**config.mk**
```make
export PLATFORM = sky130hd
export DESIGN_NAME = prog_loader
export DESIGN_NICKNAME = d
export VERILOG_FILES = /design/src/rtl/prog_loader.sv
export SDC_FILE = /design/constraint.sdc
export NUM_CORES = 1
export LEC_CHECK = 0
export ABC_AREA = 1
export CORE_MARGIN = 3
export CORE_UTILIZATION = 30
export CTS_BUF_LIST = sky130_fd_sc_hd__clkbuf_4
export CTS_CLUSTER_DIAMETER = 50
export CTS_CLUSTER_SIZE = 30
export DETAILED_ROUTE_END_ITERATION = 6
export PLACE_DENSITY_LB_ADDON = 0.25
export SLEW_MARGIN = 25
export SYNTH_ARGS = -nofsm -noshare
export SYNTH_HDL_FRONTEND = slang
export SYNTH_SLANG_ARGS = --single-unit
```
**constraint.sdc**
```tcl
create_clock -name clk -period 4.5 [get_ports clk]
set_input_delay 0.9 -clock clk [delete_from_list [all_inputs] [get_ports clk]]
set_output_delay 0.9 -clock clk [all_outputs]
set_load 0.02 [all_outputs]
```
**src/rtl/prog_loader.sv**
```systemverilog
// Instruction-memory loader: receives a framed byte stream, writes assembled words
// into instruction memory and releases the core from reset only after a clean checksum.
module prog_loader #(
    parameter int unsigned INSTR_W = 16,
    parameter int unsigned ADDR_W  = 4,
    parameter logic [7:0]  SYNC    = 8'hA5
) (
    input  logic               clk,
    input  logic               rst,
    input  logic               rx_valid,
    input  logic [7:0]         rx_data,
    output logic               rx_ready,
    output logic               mem_we,
    output logic [ADDR_W-1:0]  mem_addr,
    output logic [INSTR_W-1:0] mem_wdata,
    output logic               core_rst,
    output logic               done,
    output logic               err,
    output logic [ADDR_W:0]    load_count
);

    localparam int unsigned BPI    = INSTR_W / 8;
    localparam int unsigned DEPTH  = 1 << ADDR_W;
    localparam int unsigned CNT_W  = ADDR_W + 1;
    localparam int unsigned BIDX_W = (BPI > 1) ? $clog2(BPI) : 1;

    typedef enum logic [2:0] {
        IDLE = 3'd0,
        LEN  = 3'd1,
        DATA = 3'd2,
        CSUM = 3'd3,
        DONE = 3'd4,
        ERR  = 3'd5
    } state_t;

    state_t              state_q, state_d;
    logic                rx_ready_q, rx_ready_d;
    logic                mem_we_q, mem_we_d;
    logic [ADDR_W-1:0]   mem_addr_q, mem_addr_d;
    logic [INSTR_W-1:0]  mem_wdata_q, mem_wdata_d;
    logic                core_rst_q, core_rst_d;
    logic                done_q, done_d;
    logic                err_q, err_d;
    logic [CNT_W-1:0]    cnt_q, cnt_d;
    logic [CNT_W-1:0]    len_q, len_d;
    logic [7:0]          sum_q, sum_d;
    logic [BIDX_W-1:0]   bidx_q, bidx_d;
    logic [INSTR_W-1:0]  asm_q, asm_d;

    logic                xfer_c;
    logic [INSTR_W-1:0]  word_c;

    assign xfer_c = rx_valid && rx_ready_q;
    assign word_c = INSTR_W'({asm_q, rx_data});

    always_ff @(posedge clk or posedge rst) begin
        if (rst) begin
            state_q     <= IDLE;
            rx_ready_q  <= 1'b1;
            mem_we_q    <= 1'b0;
            mem_addr_q  <= '0;
            mem_wdata_q <= '0;
            core_rst_q  <= 1'b1;
            done_q      <= 1'b0;
            err_q       <= 1'b0;
            cnt_q       <= '0;
            len_q       <= '0;
            sum_q       <= '0;
            bidx_q      <= '0;
            asm_q       <= '0;
        end else begin
            state_q     <= state_d;
            rx_ready_q  <= rx_ready_d;
            mem_we_q    <= mem_we_d;
            mem_addr_q  <= mem_addr_d;
            mem_wdata_q <= mem_wdata_d;
            core_rst_q  <= core_rst_d;
            done_q      <= done_d;
            err_q       <= err_d;
            cnt_q       <= cnt_d;
            len_q       <= len_d;
            sum_q       <= sum_d;
            bidx_q      <= bidx_d;
            asm_q       <= asm_d;
        end
    end

    always_comb begin
        state_d     = state_q;
        rx_ready_d  = 1'b1;
        mem_we_d    = 1'b0;
        mem_addr_d  = mem_addr_q;
        mem_wdata_d = mem_wdata_q;
        core_rst_d  = core_rst_q;
        done_d      = done_q;
        err_d       = err_q;
        cnt_d       = cnt_q;
        len_d       = len_q;
        sum_d       = sum_q;
        bidx_d      = bidx_q;
        asm_d       = asm_q;

        case (state_q)
            IDLE, DONE, ERR: begin
                // Only SYNC leaves these states; everything else is dropped
                if (xfer_c && rx_data == SYNC) begin
                    state_d    = LEN;
                    sum_d      = '0;
                    cnt_d      = '0;
                    bidx_d     = '0;
                    core_rst_d = 1'b1;
                    done_d     = 1'b0;
                    err_d      = 1'b0;
                end
            end
            LEN: begin
                if (xfer_c) begin
                    if (rx_data == 8'h00 || 32'(rx_data) > DEPTH) begin
                        state_d    = ERR;
                        err_d      = 1'b1;
                        core_rst_d = 1'b1;
                    end else begin
                        len_d   = CNT_W'(rx_data);
                        state_d = DATA;
                    end
                end
            end
            DATA: begin
                // The write cycle doubles as the single bubble per instruction
                if (mem_we_q) begin
                    if (cnt_q == len_q) begin
                        state_d = CSUM;
                    end
                end else if (xfer_c) begin
                    asm_d = word_c;
                    sum_d = sum_q + rx_data;
                    if (bidx_q == BIDX_W'(BPI - 1)) begin
                        bidx_d      = '0;
                        mem_we_d    = 1'b1;
                        mem_addr_d  = cnt_q[ADDR_W-1:0];
                        mem_wdata_d = word_c;
                        cnt_d       = cnt_q + CNT_W'(1);
                        rx_ready_d  = 1'b0;
                    end else begin
                        bidx_d = bidx_q + BIDX_W'(1);
                    end
                end
            end
            CSUM: begin
                if (xfer_c) begin
                    if (rx_data == sum_q) begin
                        state_d    = DONE;
                        done_d     = 1'b1;
                        core_rst_d = 1'b0;
                    end else begin
                        state_d    = ERR;
                        err_d      = 1'b1;
                        core_rst_d = 1'b1;
                    end
                end
            end
            default: begin
                state_d = IDLE;
            end
        endcase
    end

    assign rx_ready   = rx_ready_q;
    assign mem_we     = mem_we_q;
    assign mem_addr   = mem_addr_q;
    assign mem_wdata  = mem_wdata_q;
    assign core_rst   = core_rst_q;
    assign done       = done_q;
    assign err        = err_q;
    assign load_count = cnt_q;

endmodule
```
==> impl_metrics.py, run 1 <==
metrics = {
    "run_status": {
        "status": "complete, no violations",
    },
    "grt": {
        "grt_pass1_wl_um": 11600,
        "overflow": 0,
        "antenna_found_initial": 0,
        "grt_pass1_vias": 2344,
        "grt_max_degree": 35,
        "grt_usage_pct": 12.9,
    },
    "clocking": {
        "cts_sinks": 55,
        "cts_tree": "done",
        "hold_buffers": 0,
        "worstSkewPairLatency_ns": 0.39,
        "post-cts-setup-buffers": 0,
        "clockRootBuffer": "clkbuf_4",
        "cts_made_buffers": 5,
        "path_clk_slew_ns": 0.17,
        "htree_levels": 2,
        "cts_resized": 0,
        "clockBufferDepth": 2,
    },
    "power_and_ir_drop": {
        "p_sw_mw": 0.912,
        "vdd_drop_max_v": 0.000222,
        "power_frac_comb_pct": 49.1,
        "power_leakage_nw": 1.71,
        "power_frac_seq_pct": 39.4,
        "power_density_mw_per_mm2": 587,
        "intPower_mw": 1.15,
        "p_sw_share_pct": 44.3,
        "pwr-share-clk_pct": 11.4,
    },
    "cells_and_area": {
        "final_area_mm2": 0.00350,
        "area_growth_pct": 18.8,
        "drive_gt1_share_pct": 9.29,
        "n_fill_cell": 1002,
        "layout.nets": 428,
        "n_antenna_cell": 0,
    },
    "flow_run": {
        "drv_cap": 0,
    },
    "logic_synthesis": {
        "ys_types": 35,
        "synth-seq-cells": 55,
        "synth_edf_count": 0,
        "synth_top_area_share_pct": 45.0,
        "synth-main-ff-cell": "dfrtp_1",
        "synth_common_cells": "nand2_1 (132), dfrtp_1 (53), inv_1 (37)",
        "syn-cell-area_mm2": 0.00295,
        "syn_area_per_cell_um2": 8.04,
        "synth_top_cell_by_area": "dfrtp_1",
        "synth_cells": 367,
        "yosysMostFrequentCell": "nand2_1",
        "ys_async_sr_fraction_pct": 100,
        "syn_nets": 387,
        "synth.area.top_cells": "dfrtp_1 (45%), nand2_1 (17%), inv_1 (4.7%)",
        "yosysWarnings": 0,
        "ys_seq_area_share_pct": 46.7,
    },
    "timing": {
        "slew_violations": 0,
        "fmax_mhz": 404,
        "max_slew_margin_pct": 66.2,
        "worst_pin_slew_ns": 0.504,
        "min_period_ns": 2.48,
        "finalSetupViolCount": 0,
        "finalCritPeriodShare_pct": 55.0,
        "setup_slack_ns": 2.02,
        "finalClockSkew_ns": 0.0181,
        "tns_ns": 0,
        "final_hold_viol_count": 0,
        "grt_setup_unrepaired": "no",
    },
    "floorplan": {
        "row_count": 35,
        "start_util_pct": 31.3,
        "die_y_um": 105,
        "design.core.area_mm2": 0.00942,
        "die_x_um": 105,
        "io_pins": 41,
        "fp.dieArea_mm2": 0.0111,
    },
    "drt": {
        "wl_per_cell_um": 12.3,
        "wl_met2_um": 2920,
        "met3_length_um": 302,
        "wl_met1_um": 3320,
        "drt_iter0_drc": 123,
        "routed_wl_um": 6630,
        "route.detailed.drc": 0,
        "routed.top_layer": "met4",
        "ant_nets": 0,
        "vias": 2416,
        "first_pass_iters": 4,
        "vias_per_cell": 4.49,
    },
    "min_path": {
        "holdPathStages": 2,
        "min_to": "core_rst",
        "worstHoldStart": "core_rst",
        "hold_path.class": "register to register",
    },
    "setup_path": {
        "worst_setup_path_end_kind": "primary output",
        "worst-setup-path-type": "register to primary output",
        "r2r-start": "state_q[1]",
        "cp.required_ns": 3.60,
        "cpLargestDelayFamily": "buffers and inverters",
        "regToRegEndpoint": "mem_wdata[12]",
        "worstRegToRegCells": 8,
        "worst-path-buf-inv": 1,
        "critPathLaunchType": "register",
        "cpPeakStageDelay_ns": 0.60,
        "crit_fanout": 2,
        "worst-r2r-setup-slack_ns": 2.57,
        "path_cells": "clkdlybuf4s50_1",
        "cpMaxStageDelayCell": "clkdlybuf4s50_1",
        "cp.arrival_ns": 1.58,
    },
    "place": {
        "place_hpwl_um": 5010,
        "dp_slack_ns": 1.70,
        "globalplace.congestion": 0.862,
        "post_dp_cell_area_mm2": 0.00344,
        "io_buffers": 40,
    },
}
==> power by group through the flow <==
stage                     clock (mW)  sequential [mW]  combinational (mW)
after global placement             0            0.824                1.01
final                          0.235            0.812                1.01
after floorplan                    0            0.893               0.633
after CTS                      0.247            0.814                1.02
after detailed placement           0            0.824                1.02
after global routing           0.267            0.839                1.14
==> registers in the layout, indices dropped and copies added (netlist names), 3 cells and up <==
signal / cells
state_q: 3
sum_q: 8
mem_addr: 4
len_q: 5
load_count: 5
asm_q: 8
mem_wdata: 16
==> stage by stage <==
step / hold slack (ns) / utilization [%] / total power [mW] / std cells
CTS: 0.483 / 37.2 / 2.08 / 538
global placement: 0.457 / 36.6 / 1.83 / 530
finish: 0.481 / 37.2 / 2.06 / 538
floorplan: 0.442 / - / 1.53 / 367
global route: 0.518 / 37.2 / 2.25 / 538
detailed placement: 0.452 / 36.6 / 1.84 / 530
==> layout by cell type, fill, tap and decap left out, drive strengths merged <==
master and instances:
clkbuf 5, buf 1, fa 1, dfrtp 53, nand3 28, nand3b 1
a21boi 1, clkdlybuf4s50 40, nor3 2, a21oi 9, o21ai 33, a31oi 2
o22ai 1, clkinv 2, nand2 137, inv 43, nor3b 1, xor2 2
xnor2 2, ha 8, o31ai 1, nand4 5, nor2 28, dfstp 2
o21bai 1
==> per-layer routing <==
| layer | up-vias | global-route usage [%] |
|---|---|---|
| met5 | - | 0 |
| met4 | 0 | 3.66 |
| met3 | 10 | 2.59 |
| met2 | 55 | 19.2 |
| met1 | 1099 | 18.8 |
| li1 | 1252 | - |
==> area by class of cell <==
cell class	instances	area, µm²	share of cell area (%)
repair buffers	41	408	11.6
clock inverters	3	22.5	0.643
flip-flops and latches	55	1380	39.3
multi-input cells	263	1340	38.2
clock buffers	5	37.5	1.07
well taps	129	161	4.61
inverters	42	158	4.50
==> worst min-delay path, delay by kind of cell, from the launching register on <==
kind / cells / cell delay [ns]
flip-flops: 1 / 0.41
AND/OR/NAND/NOR: 2 / 0.09
==> cells by family after synthesis <==
logic type | Yosys count | synth area share, %
AND/OR/NAND/NOR | 202 | 30.4
adder cells (fa/ha/maj) | 9 | 4.07
AO/OA/AOI/OAI | 48 | 9.71
XOR/XNOR | 4 | 1.19
flip-flops | 55 | 46.7
buffers and inverters | 49 | 7.89
==> how the worst max path moves through the flow <==
stage	start	depth (start not counted)	slack, ns	endpoint
floorplan	rst	1	2.26	asm_q[0]
global placement	rx_data[0]	9	1.71	sum_q[6]
detailed placement	rx_data[0]	9	1.70	sum_q[6]
CTS	rx_ready	1	2.01	rx_ready
global route	rx_data[1]	9	1.93	sum_q[5]
finish	rx_ready	1	2.02	rx_ready
(Power assumes the default switching activity.)
==> run 2, diff against run 1 <==
==> constraint.sdc (replaced) <==
create_clock -name clk -period 2.1 [get_ports clk]
set_input_delay 0.42 -clock clk [delete_from_list [all_inputs] [get_ports clk]]
set_output_delay 0.42 -clock clk [all_outputs]
set_load 0.02 [all_outputs]
==> impl_metrics.py, run 2 (synthesis gave the netlist of run 1 again) <==
metrics = {
    "cells_and_area": {
        "mostFrequentLayoutCell": "nand2_1",
        "finish.utilization_pct": 39.0,
        "layout.nets": 445,
        "layout.cells.most_common_list": "nand2_1 (132), dfrtp_1 (53), clkdlybuf4s50_1 (40), inv_1 (36), nand3_1 (27)",
        "area_growth_pct": 24.4,
        "final_area_mm2": 0.00367,
        "largest_reg_flops": 16,
        "fin_cells": 555,
        "drive_gt1_share_pct": 12.9,
        "n_antenna_cell": 0,
    },
    "floorplan": {
        "row_count": 35,
        "fp.dieArea_mm2": 0.0111,
        "start_util_pct": 31.3,
        "design.core.area_mm2": 0.00942,
        "die_x_um": 105,
        "die_y_um": 105,
        "io_pins": 41,
    },
    "place": {
        "globalplace.congestion": 0.881,
        "place_hpwl_um": 5270,
        "post_dp_cell_area_mm2": 0.00361,
        "post-place-cells": 547,
        "dp_slack_ns": -0.0136,
        "io_buffers": 40,
    },
    "drt": {
        "drt_iter0_drc": 80,
        "routed.top_layer": "met4",
        "vias": 2487,
        "route.detailed.drc": 0,
        "wl_met2_um": 2940,
        "wl_met1_um": 3370,
        "first_pass_iters": 4,
        "met3_length_um": 315,
        "vias_per_cell": 4.48,
        "routed_wl_um": 6670,
        "ant_nets": 0,
        "wl_per_cell_um": 12.0,
    },
    "grt": {
        "overflow": 0,
        "antenna_found_initial": 0,
        "grt_max_degree": 33,
        "grt_pass1_vias": 2433,
        "grt_pass1_wl_um": 11700,
        "grt_usage_pct": 12.9,
    },
    "setup_path": {
        "cpPeakStageDelay_ns": 0.66,
        "worst-r2r-setup-slack_ns": 0.43,
        "worst-path-buf-inv": 1,
        "path_cells": "clkdlybuf4s50_1",
        "worstRegToRegCells": 8,
        "cp.arrival_ns": 1.57,
        "cp.required_ns": 1.68,
        "regToRegEndpoint": "mem_wdata[4]",
        "crit_cells": 1,
        "cpLargestDelayFamily": "buffers and inverters",
        "r2r-start": "state_q[1]",
        "cpMaxStageDelayCell": "clkdlybuf4s50_1",
        "crit_fanout": 7,
        "worst_setup_path_end_kind": "primary output",
        "critPathLaunchType": "register",
        "worst-setup-path-type": "register to primary output",
    },
    "clocking": {
        "cts_tree": "done",
        "post-cts-setup-buffers": 0,
        "clockBufferDepth": 2,
        "cts_resized": 0,
        "clockRootBuffer": "clkbuf_4",
        "worstSkewPairLatency_ns": 0.38,
        "hold_buffers": 0,
        "htree_levels": 2,
        "cts_sinks": 55,
        "cts_made_buffers": 5,
        "path_clk_slew_ns": 0.17,
    },
    "timing": {
        "setup_slack_ns": 0.114,
        "finalClockSkew_ns": 0.00439,
        "max_slew_margin_pct": 66.9,
        "final_hold_viol_count": 0,
        "min_period_ns": 1.99,
        "hold_slack_ns": 0.364,
        "finalCritPeriodShare_pct": 94.6,
        "tns_ns": 0,
        "finalSetupViolCount": 0,
        "slew_violations": 0,
        "worst_pin_slew_ns": 0.496,
        "grt_setup_unrepaired": "no",
        "fmax_mhz": 503,
    },
    "flow_run": {
        "drv_cap": 0,
    },
    "power_and_ir_drop": {
        "vdd_drop_max_v": 0.000443,
        "p_total_mw": 4.52,
        "power_density_mw_per_mm2": 1230,
        "power_leakage_nw": 1.80,
    },
    "min_path": {
        "hold_path.class": "input pin to asynchronous set/reset pin",
    },
    "run_status": {
        "status": "complete, no violations",
    },
}
## run 2: cell count changes in the layout (fill, tap and decap cells not counted), sizes merged
cell	previous run	this run
buf	1	18
## run 2: worst max-delay path by stage
| stage | from | end | slack [ns] |
|---|---|---|---|
| 2_1_floorplan | rst | asm_q[0] | 0.34 |
| 3_3_place_gp | rx_data[1] | err | -0.02 |
| 3_5_place_dp | rx_data[0] | sum_q[6] | -0.01 |
| 4_1_cts | rx_ready | rx_ready | 0.11 |
| 5_1_grt | load_count[1] | load_count[1] | 0.04 |
| 6_report | load_count[1] | load_count[1] | 0.11 |
## run 2: cell type report
cell class	count	area (µm²)
clock inverter	3	22.5
inverter	42	158
timing repair buffer	58	573
multi-input combinational	263	1340
fill	988	5750
clock buffer	5	37.5
tap	129	161
sequential	55	1380
## run 2: routing by layer
metal,global-route usage [%],vias to the layer above
met1,19.2,1149
met3,2.47,4
met4,2.34,0
met2,19.8,49
met5,0,-
li1,-,1285
## run 2: where the power goes
part | switching [mW] | internal, mW | total (mW)
clock | 0.363 | 0.139 | 0.501
combinational | 1.32 | 0.958 | 2.28
sequential | 0.287 | 1.45 | 1.74
